<file path="config.mk">
export PLATFORM = sky130hd
export DESIGN_NAME = line_length_detector
export DESIGN_NICKNAME = d
export VERILOG_FILES = /design/src/rtl/line_length_detector.sv
export SDC_FILE = /design/constraint.sdc
export NUM_CORES = 1
export LEC_CHECK = 0
export ABC_AREA = 0
export CORE_MARGIN = 3
export CORE_UTILIZATION = 37
export CTS_BUF_LIST = sky130_fd_sc_hd__clkbuf_16
export DETAILED_ROUTE_END_ITERATION = 7
export MAX_ROUTING_LAYER = met4
export SYNTH_ARGS = -nofsm -noshare
export SYNTH_HDL_FRONTEND = slang
export SYNTH_SLANG_ARGS = --single-unit
</file>
<file path="constraint.sdc">
create_clock -name clk -period 11.2 [get_ports clk]
set_clock_uncertainty 0.1 [all_clocks]
set_input_delay 1.68 -clock clk [delete_from_list [all_inputs] [get_ports clk]]
set_output_delay 1.68 -clock clk [all_outputs]
set_load 0.03 [all_outputs]
</file>
<file path="src/rtl/line_length_detector.sv">
// Line-length feature extractor with hysteresis detection.
// Accumulates |x[n]-x[n-1]| over windows of 2^WIN_LOG2 samples, publishes the
// window sum, and debounces the above-threshold comparison into a detect flag.
module line_length_detector #(
   parameter int unsigned DATA_W   = 32,
   parameter int unsigned WIN_LOG2 = 8,
   parameter int unsigned CNT_W    = 4
) (
   input  logic                         clk,
   input  logic                         reset,
   input  logic signed [DATA_W-1:0]     x,
   input  logic                         x_valid,
   input  logic [DATA_W+WIN_LOG2-1:0]   threshold,
   input  logic [CNT_W-1:0]             k_on,
   input  logic [CNT_W-1:0]             k_off,
   output logic [DATA_W+WIN_LOG2-1:0]   feature,
   output logic                         feature_valid,
   output logic                         detect,
   output logic                         primed
);

   localparam int unsigned FW = DATA_W + WIN_LOG2;

   typedef enum logic [1:0] {
      QUIET     = 2'd0,
      ARMING    = 2'd1,
      ACTIVE    = 2'd2,
      RELEASING = 2'd3
   } state_t;

   state_t                    state;
   state_t                    state_nxt_c;
   logic [CNT_W-1:0]          run;
   logic [CNT_W-1:0]          run_nxt_c;
   logic                      detect_nxt_c;

   logic signed [DATA_W-1:0]  prev;
   logic [FW-1:0]             acc;
   logic [WIN_LOG2-1:0]       cnt;

   logic signed [DATA_W:0]    diff_c;
   logic [DATA_W-1:0]         absd_c;
   logic [FW-1:0]             sum_c;
   logic                      take_c;
   logic                      close_c;
   logic                      above_c;
   logic [CNT_W-1:0]          kon_c;
   logic [CNT_W-1:0]          koff_c;
   logic [CNT_W-1:0]          run_inc_c;

   // Difference at one extra bit so the full signed swing is exact, then magnitude.
   always_comb begin
      diff_c  = {x[DATA_W-1], x} - {prev[DATA_W-1], prev};
      absd_c  = diff_c[DATA_W] ? DATA_W'(-diff_c) : DATA_W'(diff_c);
      sum_c   = acc + FW'(absd_c);
      take_c  = x_valid & primed;
      close_c = take_c & (cnt == {WIN_LOG2{1'b1}});
      above_c = (sum_c > threshold);
      kon_c   = (k_on  == '0) ? CNT_W'(1) : k_on;
      koff_c  = (k_off == '0) ? CNT_W'(1) : k_off;
      run_inc_c = (run == {CNT_W{1'b1}}) ? run : run + CNT_W'(1);
   end

   // Sample datapath: priming, accumulation, window close and feature publish.
   always_ff @(posedge clk) begin
      if (reset) begin
         prev          <= '0;
         acc           <= '0;
         cnt           <= '0;
         primed        <= 1'b0;
         feature       <= '0;
         feature_valid <= 1'b0;
      end else begin
         feature_valid <= 1'b0;
         if (x_valid && !primed) begin
            prev   <= x;
            primed <= 1'b1;
         end else if (take_c) begin
            prev <= x;
            cnt  <= cnt + WIN_LOG2'(1);
            if (close_c) begin
               feature       <= sum_c;
               feature_valid <= 1'b1;
               acc           <= '0;
            end else begin
               acc <= sum_c;
            end
         end
      end
   end

   // Hysteresis state register; only moves on a window close.
   always_ff @(posedge clk) begin
      if (reset) begin
         state  <= QUIET;
         run    <= '0;
         detect <= 1'b0;
      end else begin
         state  <= state_nxt_c;
         run    <= run_nxt_c;
         detect <= detect_nxt_c;
      end
   end

   // Hysteresis next-state: consecutive above/not-above windows gate detect.
   always_comb begin
      state_nxt_c  = state;
      run_nxt_c    = run;
      detect_nxt_c = detect;
      if (close_c) begin
         case (state)
            QUIET: begin
               if (above_c) begin
                  if (kon_c <= CNT_W'(1)) begin
                     state_nxt_c  = ACTIVE;
                     detect_nxt_c = 1'b1;
                     run_nxt_c    = '0;
                  end else begin
                     state_nxt_c = ARMING;
                     run_nxt_c   = CNT_W'(1);
                  end
               end else begin
                  run_nxt_c = '0;
               end
            end
            ARMING: begin
               if (above_c) begin
                  if (run_inc_c >= kon_c) begin
                     state_nxt_c  = ACTIVE;
                     detect_nxt_c = 1'b1;
                     run_nxt_c    = '0;
                  end else begin
                     run_nxt_c = run_inc_c;
                  end
               end else begin
                  state_nxt_c = QUIET;
                  run_nxt_c   = '0;
               end
            end
            ACTIVE: begin
               if (!above_c) begin
                  if (koff_c <= CNT_W'(1)) begin
                     state_nxt_c  = QUIET;
                     detect_nxt_c = 1'b0;
                     run_nxt_c    = '0;
                  end else begin
                     state_nxt_c = RELEASING;
                     run_nxt_c   = CNT_W'(1);
                  end
               end else begin
                  run_nxt_c = '0;
               end
            end
            RELEASING: begin
               if (!above_c) begin
                  if (run_inc_c >= koff_c) begin
                     state_nxt_c  = QUIET;
                     detect_nxt_c = 1'b0;
                     run_nxt_c    = '0;
                  end else begin
                     run_nxt_c = run_inc_c;
                  end
               end else begin
                  state_nxt_c = ACTIVE;
                  run_nxt_c   = '0;
               end
            end
            default: begin
               state_nxt_c = QUIET;
               run_nxt_c   = '0;
            end
         endcase
      end
   end

endmodule

</file>
==> results_dict.tcl <==
set metrics [dict create \
    outcome "finished, final reports clean" \
    reg2reg_depth 32 \
    clk_path_buf_depth 2 \
    clkTransAtPathRegs_ns 0.06 \
    syn_inst 1357 \
    fin_util_pct 45.9 \
    drv_slew 0 \
    vdd_ir_drop_max_uv 107 \
    setup_violations 0 \
    holdPathStages 2 \
    yosys.area.top_type "dfxtp_1" \
    cp_num_buf_inv 3 \
    areaGrowthSynthToFinish_pct 21.1 \
    n_fill_cell 2760 \
    worstSetupEndpointType "flip-flop" \
    finalNetCount 1652 \
    finalPower_uw 1910 \
    clock_latency_ns 0.43 \
    slew_headroom_pct 37.1 \
    max_cap_violations 0 \
    worstPathRequired_ns 11.45 \
    cts_inserted_buffers 17 \
    vias 9574 \
    first_iter_violations 546 \
    start_kind "primary input" \
    core-area_um2 27100 \
    antenna_left 0 \
    cp_common_cell "a21oi_1" \
    die_y_um 173 \
    hp-start "feature[5]" \
    cts_root_buf "clkbuf_16" \
    period_minus_slack_ns 10.07 \
    finalCritPeriodShare_pct 89.9 \
    final_common_cell "nor2_1" \
    initial_core_util_pct 37.9 \
    min_path_type "reg -> reg" \
    synthFlopType "dfxtp_1" \
    wl_mm 27.6 \
    layout-drive-gt1-share_pct 4.37 \
    cts-resized-gates 0 \
    grt_pass1_vias 9176 \
    fin_hold_ws_ns 0.355 \
    crit_family "compound AO/OA/AOI/OAI gates" \
    rr_startpoint "prev[0]" \
    io-pin-count 126 \
    finalHoldViolCount 0 \
    final_cell_mix "nor2_1 (151), nand2_1 (145), dfxtp_1 (129)" \
    synth.area.top_cells "dfxtp_1 (25%), ha_1 (14%), a21oi_1 (5.9%)" \
    multi_input_area_um2 7110 \
    rows 60 \
    p_per_area_nw_per_um2 153 \
    fmax_mhz 99.3 \
    critPathKind "in -> reg" \
    ys_async_sr_fraction_pct 0 \
    cp_max_fo 8 \
    antenna_cells 0 \
    rsz0062_at_grt "no" \
    r2r_slack_ns 2.52 \
    fin_setup_tns_ns 0 \
    post-cts-setup-buffer-count 0 \
    syn_nets 1557 \
    p_leak_uw 0.00537 \
    yosysWarnings 0 \
    holdBufCountCts 0 \
    synth-seq-cells 129 \
    tightest_slew_ns 0.944 \
    cts.sinks 129 \
    regArea_um2 2580 \
    worstPathArrival_ns 10.32 \
    antenna_found_initial 0 \
    grt_pass1_wl_mm 45.8 \
    synth-seq-area-share_pct 25.1 \
    die-width_um 173 \
    via_per_inst 5.21 \
    port_buffers 125 \
    synthesis.area_um2 10300 \
    worstHoldEndpoint "feature[5]" \
    crit_path_top_delay_cell "nor4b_1" \
    firstDrtPassIters 5 \
    wire_per_inst_um 15.0 \
    grt_max_degree 84 \
    drc_errors 0 \
    synthDistinctLibCells 69 \
    gp_congestion 0.906 \
    grt_usage_pct 18.8 \
    cts_tree "built" \
    r2r-end "run[3]" \
    die-area_um2 29800 \
    synth_top_cell_area_share_pct 25.1 \
    synth-edff-count 0 \
    cts-htree-levels 4 \
    synth.avg_cell_area_um2 7.58 \
    hpwlAfterDp_mm 20.9 \
    cp_slowest_stage_delay_ns 0.83 \
    overflow 0 \
]
[state kept, by name, summed over array words and instances, names as in the netlist]
name and count:
primed 1, state 2, prev 32, detect 1, feature 40, feature_valid 1, acc 40, run 4
cnt 8
[layout make-up]
| class | instances | share of cell area, % |
|---|---|---|
| tap | 372 | 3.74 |
| timing repair buffer | 132 | 10.4 |
| multi-input combinational | 1070 | 57.1 |
| clock buffer | 17 | 3.42 |
| clock inverter | 14 | 1.47 |
| inverter | 102 | 3.08 |
| sequential | 129 | 20.7 |
[through the flow]
step	instances	area [µm²]	setup WS, ns
after floorplan	1357	10300	2.27
after global placement	1805	11800	1.05
after detailed placement	1805	11800	0.785
after CTS	1836	12400	1.18
after global routing	1836	12400	0.373
final	1836	12400	1.13
[routing by layer]
metal  global-route usage (%)  vias to the layer above  wire, µm
li1                         -                     4972         -
met1                     25.5                     4437     14000
met2                     30.1                      150     12600
met3                     2.61                       15       846
met4                     3.58                        0       226
met5                        -                        -         0
[cells in the mapped netlist, drive strengths merged, types with 12 or more instances]
library cell  instances
nand3                31
xor2                 35
nand4                26
a22oi                31
nand2               146
o21ai                66
a21o                 47
nor3                 19
dfxtp               129
and3                 13
clkbuf               54
o21a                 14
nand2b               13
a31oi                12
ha                  115
mux2i                36
a21oi               123
xnor2                60
inv                 102
nor2                151
nor2b                12
[cell families (layout without fill, tap and decap cells)]
group                    after synthesis  after routing  synth area share, %
AND/OR/NAND/NOR                      451            451                 20.0
XOR/XNOR                              95             95                 8.09
adder cells (fa/ha/maj)              117            117                 14.4
AO/OA/AOI/OAI                        369            369                 22.9
multiplexers                          38             38                 3.72
buffers and inverters                158            265                 5.77
flip-flops                           129            129                 25.1
[tightest hold or removal path: stages (launching register included)]
cell and delay, ns:
dfxtp_1 0.31, nand2_1 0.05, a21oi_1 0.05
[worst max-delay path by stage]
stage	from	end	slack (ns)	cells after the start
finish	x[0]	run[3]	1.13	34
global route	x[0]	run[3]	0.37	32
CTS	x[0]	run[1]	1.18	34
detailed placement	x[0]	run[1]	0.78	34
global placement	x[0]	state[1]	1.05	32
floorplan	x[0]	state[1]	2.27	31
[report_power, final]
group | total [µW] | internal [µW] | switching, µW
Clock | 581 | 353 | 228
Combinational | 835 | 342 | 493
Sequential | 493 | 480 | 12.7
Note: power is estimated with default switching activity, not from simulation.
